**config.mk**
```make
export PLATFORM = sky130hd
export DESIGN_NAME = serial_frame_rx
export DESIGN_NICKNAME = d
export VERILOG_FILES = /design/src/rtl/serial_frame_rx.sv
export SDC_FILE = /design/constraint.sdc
export NUM_CORES = 1
export LEC_CHECK = 0
export BUFFER_PORTS_ARGS = -buffer_cell sky130_fd_sc_hd__buf_4
export CORE_MARGIN = 2
export CORE_UTILIZATION = 46
export DETAILED_ROUTE_END_ITERATION = 7
export PLACE_DENSITY = 0.71
export SLEW_MARGIN = 20
export SYNTH_ARGS = -nofsm -noshare
export SYNTH_HDL_FRONTEND = slang
export SYNTH_SLANG_ARGS = --single-unit
```
**constraint.sdc**
```tcl
create_clock -name clk -period 1.2 [get_ports clk]
set_input_delay 0.24 -clock clk [delete_from_list [all_inputs] [get_ports clk]]
set_output_delay 0.24 -clock clk [all_outputs]
set_load 0.02 [all_outputs]
```
**src/rtl/serial_frame_rx.sv**
```systemverilog
// serial_frame_rx: framed LSB-first serial receiver feeding a single-entry valid/ready holding register.
// Define SERIAL_FRAME_RX_PARITY_EN to add an even-parity bit after the data bits and the parity_err output.
module serial_frame_rx #(
    parameter int N = 4
) (
    input  logic         clk,
    input  logic         rst,
    input  logic         sin,
    input  logic         bit_en,
    input  logic         out_ready,
    output logic [N-1:0] data,
    output logic         out_valid,
    output logic         busy,
    output logic         frame_err,
`ifdef SERIAL_FRAME_RX_PARITY_EN
    output logic         parity_err,
`endif
    output logic         overrun
);

    localparam int CW = $clog2(N);
    localparam logic [CW-1:0] CNT_LAST = CW'(N - 1);

    typedef enum logic [1:0] {
        ST_IDLE = 2'd0,
        ST_DATA = 2'd1,
`ifdef SERIAL_FRAME_RX_PARITY_EN
        ST_PAR  = 2'd2,
`endif
        ST_STOP = 2'd3
    } state_t;

    state_t        state_r;
    state_t        state_nxt_s;
    logic [N-1:0]  sh_r;
    logic [CW-1:0] cnt_r;
    logic          deliver_s;
    logic          frame_err_s;
    logic [N-1:0]  data_r;
    logic          out_valid_r;
    logic          busy_r;
    logic          frame_err_r;
    logic          overrun_r;
`ifdef SERIAL_FRAME_RX_PARITY_EN
    logic          par_r;
    logic          parity_fail_s;
    logic          parity_err_r;

    // Even parity: data bits XOR parity bit must be zero.
    function automatic logic even_parity_ok(input logic [N-1:0] w, input logic p);
        return ~((^w) ^ p);
    endfunction
`endif

    // FSM state register.
    always_ff @(posedge clk or posedge rst) begin
        if (rst) begin
            state_r <= ST_IDLE;
        end else begin
            state_r <= state_nxt_s;
        end
    end

    // FSM next-state logic; the FSM only moves on bit_en strobes.
    always_comb begin
        state_nxt_s = state_r;
        if (bit_en) begin
            case (state_r)
                ST_IDLE: begin
                    if (!sin) begin
                        state_nxt_s = ST_DATA;
                    end else begin
                        state_nxt_s = ST_IDLE;
                    end
                end
                ST_DATA: begin
                    if (cnt_r == CNT_LAST) begin
`ifdef SERIAL_FRAME_RX_PARITY_EN
                        state_nxt_s = ST_PAR;
`else
                        state_nxt_s = ST_STOP;
`endif
                    end else begin
                        state_nxt_s = ST_DATA;
                    end
                end
`ifdef SERIAL_FRAME_RX_PARITY_EN
                ST_PAR:  state_nxt_s = ST_PAR == state_r ? ST_STOP : ST_IDLE;
`endif
                ST_STOP: state_nxt_s = ST_IDLE;
                default: state_nxt_s = ST_IDLE;
            endcase
        end else begin
            state_nxt_s = state_r;
        end
    end

    // Bit counter, shift register and parity capture; all hold between strobes.
    always_ff @(posedge clk or posedge rst) begin
        if (rst) begin
            sh_r  <= {N{1'b0}};
            cnt_r <= {CW{1'b0}};
`ifdef SERIAL_FRAME_RX_PARITY_EN
            par_r <= 1'b0;
`endif
        end else if (bit_en) begin
            case (state_r)
                ST_IDLE: begin
                    if (!sin) begin
                        cnt_r <= {CW{1'b0}};
                    end
                end
                ST_DATA: begin
                    sh_r <= {sin, sh_r[N-1:1]};
                    if (cnt_r != CNT_LAST) begin
                        cnt_r <= cnt_r + CW'(1);
                    end
                end
`ifdef SERIAL_FRAME_RX_PARITY_EN
                ST_PAR:  par_r <= sin;
`endif
                default: cnt_r <= cnt_r;
            endcase
        end
    end

    // Frame completion decode at the stop-bit strobe.
    always_comb begin
        deliver_s   = 1'b0;
        frame_err_s = 1'b0;
`ifdef SERIAL_FRAME_RX_PARITY_EN
        parity_fail_s = 1'b0;
`endif
        if (bit_en && (state_r == ST_STOP)) begin
            if (sin) begin
`ifdef SERIAL_FRAME_RX_PARITY_EN
                if (even_parity_ok(sh_r, par_r)) begin
                    deliver_s = 1'b1;
                end else begin
                    parity_fail_s = 1'b1;
                end
`else
                deliver_s = 1'b1;
`endif
            end else begin
                frame_err_s = 1'b1;
            end
        end else begin
            deliver_s   = 1'b0;
            frame_err_s = 1'b0;
        end
    end

    // Holding register, handshake and registered status pulses; evaluated every cycle.
    always_ff @(posedge clk or posedge rst) begin
        if (rst) begin
            data_r      <= {N{1'b0}};
            out_valid_r <= 1'b0;
            busy_r      <= 1'b0;
            frame_err_r <= 1'b0;
            overrun_r   <= 1'b0;
`ifdef SERIAL_FRAME_RX_PARITY_EN
            parity_err_r <= 1'b0;
`endif
        end else begin
            busy_r      <= (state_nxt_s != ST_IDLE);
            frame_err_r <= frame_err_s;
            overrun_r   <= deliver_s & out_valid_r & ~out_ready;
`ifdef SERIAL_FRAME_RX_PARITY_EN
            parity_err_r <= parity_fail_s;
`endif
            if (deliver_s && (!out_valid_r || out_ready)) begin
                data_r      <= sh_r;
                out_valid_r <= 1'b1;
            end else if (out_valid_r && out_ready) begin
                out_valid_r <= 1'b0;
            end
        end
    end

    assign data      = data_r;
    assign out_valid = out_valid_r;
    assign busy      = busy_r;
    assign frame_err = frame_err_r;
    assign overrun   = overrun_r;
`ifdef SERIAL_FRAME_RX_PARITY_EN
    assign parity_err = parity_err_r;
`endif

endmodule

```
* Yosys cells after proc, flatten, opt, wreduce, memory -nomap -nowiden *
Cells that the tools add are included.

operators by class
  add/sub/neg operators = 1
  multiply operators = 0
  divide/modulo/power cells = 0
  order comparisons = 0
  equality and inequality tests = 6
  shifts and indexed selects = 0
  multiplexer cells = 13
  bitwise gates (word level) = 3
  reduce and logical (&&, ||, !) cells = 11

operators with widths
  cell                                                                    count
  2-bit 2-to-1 mux                                                        4
  2-bit case mux with 2 select lines                                      2
  1-bit 2-to-1 mux                                                        7
  2-bit != test (second input constant)                                   3
  2-bit nonzero test                                                      3
  2-bit equality test (second input constant)                             2
  4-bit AND reduction                                                     1
  1-bit logical AND                                                       3
  2-bit by 1-bit adder with 2-bit output (second input constant)          1
  1-bit AND                                                               2
  2-bit by 1-bit equality test with 1-bit output (second input constant)  1
  2-bit zero test                                                         1
  2-bit AND reduction                                                     1
  1-bit zero test                                                         1
  1-bit logical OR                                                        1
  1-bit NOT                                                               1

storage, ports and cells
  register bits = 16
  bits in latches = 0
  bits in writable memories = 0
  bits in read-only memories = 0
  input port bits = 5
  output and inout bits = 8
  word-level logic and storage cells = 42
  memories = 0

* Longest topological paths before layout *
Gate-level depths: netlist (run 1).

  word-level depth = 5
  gate-level depth with buffers = 4
  mapped depth without buffers = 4

* Worst setup path before layout (run 1) *
No wires, ideal clock.

  kind = register to register
  start point = register state_r[0]
  end point = register data_r[0] (netlist: data[0])
  setup time = 0.125 ns
  arrival time = 1.106 ns
  setup slack = -0.031 ns
  stages on the path, launching flop included = 5
  path buffers = 1
  path through = dfrtp_1 > clkbuf_2 > nand4_4 > nor2b_4 > mux2_2

between the ends
  cells in the longest elaborated chain, start to end = 4

ends and longest elaborated chain
  item                      line  text
  start: declaration        33    state_t state_r;
  start signal: assignment  60    state_r <= state_nxt_s;
  2-bit equality test       134   if (bit_en && (state_r == ST_STOP)) begin
  1-bit logical AND         134
  1-bit 2-to-1 mux          134
  1-bit logical AND         172   if (deliver_s && (!out_valid_r || out_ready)) begin
  end signal: assignment    157   data_r <= {N{1'b0}};
  end signal: assignment    173   data_r <= sh_r;
  end: declaration          39    logic [N-1:0] data_r;

No other way between the ends.
A chain may end at the register's enable or synchronous reset.

* Worst setup path after layout (run 1) *
  start point = register state_r[0]
  end point = register data_r[1] (netlist: data[1])

Same word-level chain as after synthesis.

==> summary.md, run 1 <==
| Metric | Value |
|---|---|
| Status | `complete, but fails checks` |
| Violated checks | `negative setup slack` |
| Sw frac | `0.315` |
| YS warnings | `0` |
| CTS tree | `done` |
| Clk pwr share | `0.162` |
| DP HPWL | `757 um` |
| Required time worst endpoint | `1370 ps` |
| Total power | `2.13 mW` |
| Worst-Skew Late Latency | `280 ps` |
| Fill cells | `101` |
| Total wire length | `1040 um` |
| Clock sink total | `16` |
| # diodes | `0` |
| Period utilisation layout | `1.01` |
| DR vias | `424` |
| Mapped Area | `687 um^2` |
| Largest net degree at the start of global routing | `11` |
| Combinational power share | `0.404` |
| Initial core utilization | `0.509` |
| Pint | `1.46 mW` |
| CTS clock-pin slew for the worst setup and hold paths | `90 ps` |
| Area growth from synthesis to layout | `29.9%` |
| Worst Hold Class | `input pin to flip-flop` |
| Post-synth top area share | `0.583` |
| Tmin final | `1210 ps` |
| Cell Pwr Density | `2390 nW/um^2` |
| Pleak | `0.452 nW` |
| CP Data Arrival Time | `1380 ps` |
| Hold Crit Depth | `3` |
| #FFs+latches synth | `16` |
| Synth area leader | `dfrtp_1` |
| Worst Setup Start Kind | `flip-flop` |
| CTS Buf Count | `3` |
| Cell Rows | `13` |
| Max Slew Vio Count | `0` |
| Syn_nets | `55` |
| Post-route antenna net violation count | `0` |
| Die width | `42.6 um` |
| Reg2Reg Depth | `3` |
| Most common cell after layout, fill and taps aside | `buf_4` |
| Setup TNS | `-42.3 ps` |
| Worst Path Max Fanout | `6` |
| GRT overflow | `0` |
| CP Class | `flip-flop to flip-flop` |
| Drt wl/cell | `12.2 um` |
| Share of power burned in registers | `0.434` |
| Slew Limit Headroom | `0.836` |
| Synthesized area per cell | `14.0 um^2` |
| Max-cap viol count | `0` |
| Gr usage total | `0.141` |
| Sequential fraction of the synthesis area | `0.583` |
| Vias per cell | `4.99` |
| Synth unique cells | `21` |
| Critical Path Sink Type | `flip-flop` |
| Layout cell share with drive strength beyond 1 | `0.571` |
| Peak supply drop | `0.00127 V` |
| Largest cells by area after synthesis | `dfrtp_1 (58%), mux2_2 (15%), nor2b_4 (4.0%), nand4_4 (3.1%), ha_1 (1.8%)` |
| Die Y-Extent | `42.6 um` |
| Tightest Pin Transition | `246 ps` |
| PortBufs | `12` |
| Number of global-route vias before repair | `442` |
| Pre-CTS setup slack | `-43.3 ps` |
| Final WS setup | `-10.8 ps` |
| I/O pin total | `13` |
| Clock root cell | `clkbuf_4` |
| RSZ-0062 raised after global routing | `true` |
| Iteration count of the initial detailed-routing pass | `4` |
| GPL Wtd Cong | `0.678` |
| Max Freq | `826 MHz` |
| Die Area | `1820 um^2` |
| Core Box Area | `1350 um^2` |
| P_sw | `671 uW` |
| Maximum clock path buffer count | `2` |
| Initial antenna violation count | `0` |
| H-tree depth | `1` |
| Most frequent cells in the layout | `buf_4 (17), dfrtp_1 (14), mux2_2 (5)` |
| Final setup violation count | `6` |
| Global-route wire length before repair | `1920 um` |
| Starting DRT DRC Count | `2` |
| Clock skew | `0.678 ps` |
| Mapped Cells | `49` |
| DRC violations left | `0` |
| Nets | `77` |
| Fin. Hold Viols | `0` |
power groups by stage:
stage / sequential (mW) / combinational [mW] / clock (mW)
3_5_place_dp: 0.923 / 0.804 / 0
4_1_cts: 0.917 / 0.805 / 0.360
6_report: 0.923 / 0.861 / 0.345
5_1_grt: 0.957 / 0.931 / 0.390
2_1_floorplan: 0.984 / 0.477 / 0
3_3_place_gp: 0.919 / 0.788 / 0
metrics by stage:
stage               hold WS [ps]  std cells  utilization  area, um^2
global placement             181         79        0.609         822
detailed placement           182         79        0.609         822
finish                       225         85        0.661         892
floorplan                    154         49            -         697
global route                 231         85        0.661         892
CTS                          241         84        0.644         870
final timing paths:
kind	startpoint	endpoint	slack (ps)
max reg2reg	state_r[0]$_DFF_PP0_	data[1]$_DFFE_PP0P_	-10
max	state_r[0]$_DFF_PP0_	data[1]$_DFFE_PP0P_	-10
min in group asynchronous	rst	overrun$_DFF_PP0_	430
min	sin	overrun$_DFF_PP0_	220
max in group asynchronous	rst	sh_r[0]$_DFFE_PP0P_	360
min reg2reg	sh_r[3]$_DFFE_PP0P_	sh_r[3]$_DFFE_PP0P_	510
layout make-up:
| type | instances | area, um^2 | share of cell area |
|---|---|---|---|
| tap | 15 | 18.8 | 0.0210 |
| sequential | 16 | 403 | 0.452 |
| multi-input combinational | 30 | 289 | 0.324 |
| clock buffer | 4 | 36.3 | 0.0407 |
| inverter | 2 | 7.51 | 0.00842 |
| timing repair buffer | 18 | 138 | 0.154 |
Yosys cell counts, drive strengths merged:
library cell	n
dfrtp	16
mux2	9
nand2	3
inv	2
nor2	2
nor2b	2
a21oi	1
a31o	1
and2	1
and2b	1
and3	1
and3b	1
clkbuf	1
ha	1
nand2b	1
nand3b	1
nand4	1
nor3b	1
o211ai	1
o21ai	1
o21bai	1
flip-flops by register name, indices dropped and copies added, names as in the netlist:
register	cells
busy	1
cnt_r	2
data	4
frame_err	1
out_valid	1
overrun	1
sh_r	4
state_r	2
worst max-delay path, cell delays in order, from the launching register on:
cell	delay [ps]
dfrtp_2	440
nand4_4	130
nor2b_4	210
mux2_4	320
routing by layer:
metal | vias up | wire, um | GRT usage
li1 | 211 | - | -
met2 | 12 | 471 | 0.206
met3 | 0 | 53 | 0.0259
met1 | 201 | 517 | 0.188
met4 | 0 | 0 | 0.0938
met5 | - | 0 | 0
repair_timing:
| action | 4_1_cts | 5_1_grt |
|---|---|---|
| pin swaps | 3 | 1 |
| endpoints found under the setup margin | 5 | 10 |
| buffers inserted | 0 | 1 |
| endpoints found under the hold margin | 6 | 0 |
| gates resized for setup | 1 | 4 |
| hold buffers | 1 | 0 |
logic make-up after synthesis:
kind of cell             synth area share
buffers and inverters              0.0182
flip-flops                          0.583
AO/OA/AOI/OAI                      0.0565
AND/OR/NAND/NOR                     0.177
adder cells (fa/ha/maj)            0.0182
multiplexers                        0.148
Power figures use the tool's default switching activity.
==> inputs of run 2 (changes only) <==
--- a/config.mk
+++ b/config.mk
@@ -6,10 +6,12 @@
 export NUM_CORES = 1
 export LEC_CHECK = 0
 export BUFFER_PORTS_ARGS = -buffer_cell sky130_fd_sc_hd__buf_4
+export CELL_PAD_IN_SITES_DETAIL_PLACEMENT = 0
+export CELL_PAD_IN_SITES_GLOBAL_PLACEMENT = 2
 export CORE_MARGIN = 2
-export CORE_UTILIZATION = 46
+export CORE_UTILIZATION = 31
 export DETAILED_ROUTE_END_ITERATION = 7
-export PLACE_DENSITY = 0.71
+export PLACE_DENSITY_LB_ADDON = 0.1
 export SLEW_MARGIN = 20
 export SYNTH_ARGS = -nofsm -noshare
 export SYNTH_HDL_FRONTEND = slang
==> run 2 against run 1 <==
  * The run still ends with negative setup slack left
  * Core utilization shrank 22 points
  * Critical endpoint is now cnt_r[1]$_DFFE_PP0P_
  * Register-to-register slack worse by 30 ps
  * Clock power increased by 3%
  * Hold slack improved by 23 ps
  * Via count up 3.8%
  * Critical path depth unchanged
  * Sequential power decreased by 0.7%
  * Setup slack got worse by 32 ps
  * Total power rose by 3.0%
  * Global-route usage shrank 3.7 points
  * Final area grew 6.2%
==> summary.md, run 2 (same netlist as run 1, synthesis figures left out) <==
| Metric | Value |
|---|---|
| Tmin final | `1240 ps (was 1210 ps)` |
| Gr usage total | `0.104 (was 0.141)` |
| Worst-Skew Late Latency | `280 ps (about the same)` |
| Cell total after placement | `95 (was 79)` |
| Most common cell after layout, fill and taps aside | `buf_4 (unchanged)` |
| Total wire length | `1090 um (was 1040 um)` |
| Register area | `403 um^2 (unchanged)` |
| Post-Layout Cell Count | `102 (was 85)` |
| Largest net degree at the start of global routing | `17 (was 11)` |
| Tightest Pin Transition | `225 ps (was 246 ps)` |
| Worst Path Max Fanout | `2 (was 6)` |
| Fin. Hold Viols | `0 (unchanged)` |
| Slew Limit Headroom | `0.850 (was 0.836)` |
| Die Y-Extent | `51.1 um (was 42.6 um)` |
| Required time worst endpoint | `1380 ps (was 1370 ps)` |
| CP Data Arrival Time | `1420 ps (was 1380 ps)` |
| Number of global-route vias before repair | `469 (was 442)` |
| Nets | `81 (was 77)` |
| Status | `complete, but fails checks (unchanged)` |
| Cell Pwr Density | `2310 nW/um^2 (was 2390 nW/um^2)` |
| PortBufs | `12 (unchanged)` |
| Fill cells | `208 (was 101)` |
| Max Freq | `804 MHz (was 826 MHz)` |
| Violated checks | `negative setup slack (unchanged)` |
| Starting DRT DRC Count | `4 (was 2)` |
| Clock root cell | `clkbuf_4 (unchanged)` |
| Core Box Area | `2150 um^2 (was 1350 um^2)` |
| DR vias | `440 (was 424)` |
| Maximum clock path buffer count | `2 (unchanged)` |
| Peak supply drop | `0.00101 V (was 0.00127 V)` |
| DRC violations left | `0 (unchanged)` |
| Area used by multi-input combinational logic | `285 um^2 (was 289 um^2)` |
| Layout cell share with drive strength beyond 1 | `0.595 (was 0.571)` |
| GPL Wtd Cong | `0.624 (was 0.678)` |
| Period utilisation layout | `1.04 (was 1.01)` |
| GRT overflow | `0 (unchanged)` |
| Vias per cell | `4.31 (was 4.99)` |
| Final WS setup | `-43.3 ps (was -10.8 ps)` |
| Iteration count of the initial detailed-routing pass | `3 (was 4)` |
| Max-cap viol count | `0 (unchanged)` |
| Total power | `2.19 mW (was 2.13 mW)` |
| Worst Hold Class | `input pin to flip-flop (unchanged)` |
| Max Slew Vio Count | `0 (unchanged)` |
| Global-route wire length before repair | `1980 um (was 1920 um)` |
| DP HPWL | `813 um (was 757 um)` |
| Initial core utilization | `0.320 (was 0.509)` |
| Critical Path Sink Type | `flip-flop (unchanged)` |
| CTS clock-pin slew for the worst setup and hold paths | `100 ps (was 90 ps)` |
| CP Class | `flip-flop to flip-flop (unchanged)` |
| Die width | `51.1 um (was 42.6 um)` |
| H-tree depth | `1 (unchanged)` |
| Drt wl/cell | `10.7 um (was 12.2 um)` |
| Dpl cell area | `873 um^2 (was 822 um^2)` |
| CTS Buf Count | `3 (unchanged)` |
| I/O pin total | `13 (unchanged)` |
| Area growth from synthesis to layout | `37.9% (was 29.9%)` |
| Worst Setup Start Kind | `flip-flop (unchanged)` |
| Die Area | `2610 um^2 (was 1820 um^2)` |
| Final setup violation count | `3 (was 6)` |
| # diodes | `0 (unchanged)` |
| Clock sink total | `16 (unchanged)` |
| Most frequent cells in the layout | `buf_4 (20), dfrtp_1 (14), mux2_2 (6) (was buf_4 (17), dfrtp_1 (14), mux2_2 (5))` |
| Initial antenna violation count | `0 (unchanged)` |
| Final Cell Area | `947 um^2 (was 892 um^2)` |
| Clock skew | `5.03 ps (was 0.678 ps)` |
| CTS tree | `done (unchanged)` |
| Cell Rows | `17 (was 13)` |
| Pleak | `0.470 nW (was 0.452 nW)` |
| Post-route antenna net violation count | `0 (unchanged)` |
| RSZ-0062 raised after global routing | `true (unchanged)` |
run 2: power by group:
group / total [mW] / leakage [nW] / switching, mW / internal, mW
Combinational: 0.920 / 0.251 / 0.353 / 0.567
Sequential: 0.917 / 0.199 / 0.158 / 0.759
Clock: 0.355 / 0.0210 / 0.171 / 0.184
Total: 2.19 / 0.470 / 0.681 / 1.51
run 2: through the flow:
step | setup TNS [ps] | worst slack [ps] | util | hold slack [ps]
floorplan | 0 | 3.18 | - | 154
global placement | -187 | -43.6 | 0.407 | 267
detailed placement | -135 | -34.7 | 0.407 | 269
CTS | -186 | -37.1 | 0.434 | 235
global route | -454 | -84.7 | 0.441 | 273
finish | -81.5 | -43.3 | 0.441 | 248
run 2: area by class of cell:
cell class / count / share of cell area
Tap cell: 28 / 0.0370
Clock buffer: 4 / 0.0383
Inverter: 2 / 0.00793
Timing Repair Buffer: 22 / 0.190
Multi-Input combinational cell: 30 / 0.301
Sequential cell: 16 / 0.425
run 2: layer usage:
metal  global-route usage  wire [um]  vias to the layer above
li1                     -          -                      219
met1                0.121        505                      213
met2                0.169        541                        8
met3               0.0263         47                        0
met4               0.0676          0                        0
met5                    0          0                        -
run 2: what timing repair did:
action                                  4_1_cts  5_1_grt
hold buffers                                  1        0
pin swaps                                     1        1
endpoints found under the setup margin        9        9
buffers inserted                              1        1
gates resized for setup                       2        2
hold endpoints to repair                     16        0
run 2: worst paths after layout:
path | startpoint | endpoint | slack, ps | cells past startpoint
hold / removal | out_ready | overrun$_DFF_PP0_ | 250 | 3
setup reg to reg | cnt_r[0]$_DFFE_PP0P_ | cnt_r[1]$_DFFE_PP0P_ | -40 | 3
hold reg to reg | sh_r[0]$_DFFE_PP0P_ | data[0]$_DFFE_PP0P_ | 510 | 1
max in group asynchronous | rst | state_r[1]$_DFF_PP0_ | 490 | 4
min in group asynchronous | rst | sh_r[0]$_DFFE_PP0P_ | 510 | 4
setup / recovery | cnt_r[0]$_DFFE_PP0P_ | cnt_r[1]$_DFFE_PP0P_ | -40 | 3
run 2: worst max-delay path, stage by stage, from the launching register on:
cell     delay [ps]
dfrtp_1         400
ha_1            290
and3b_2         200
mux2_2          250
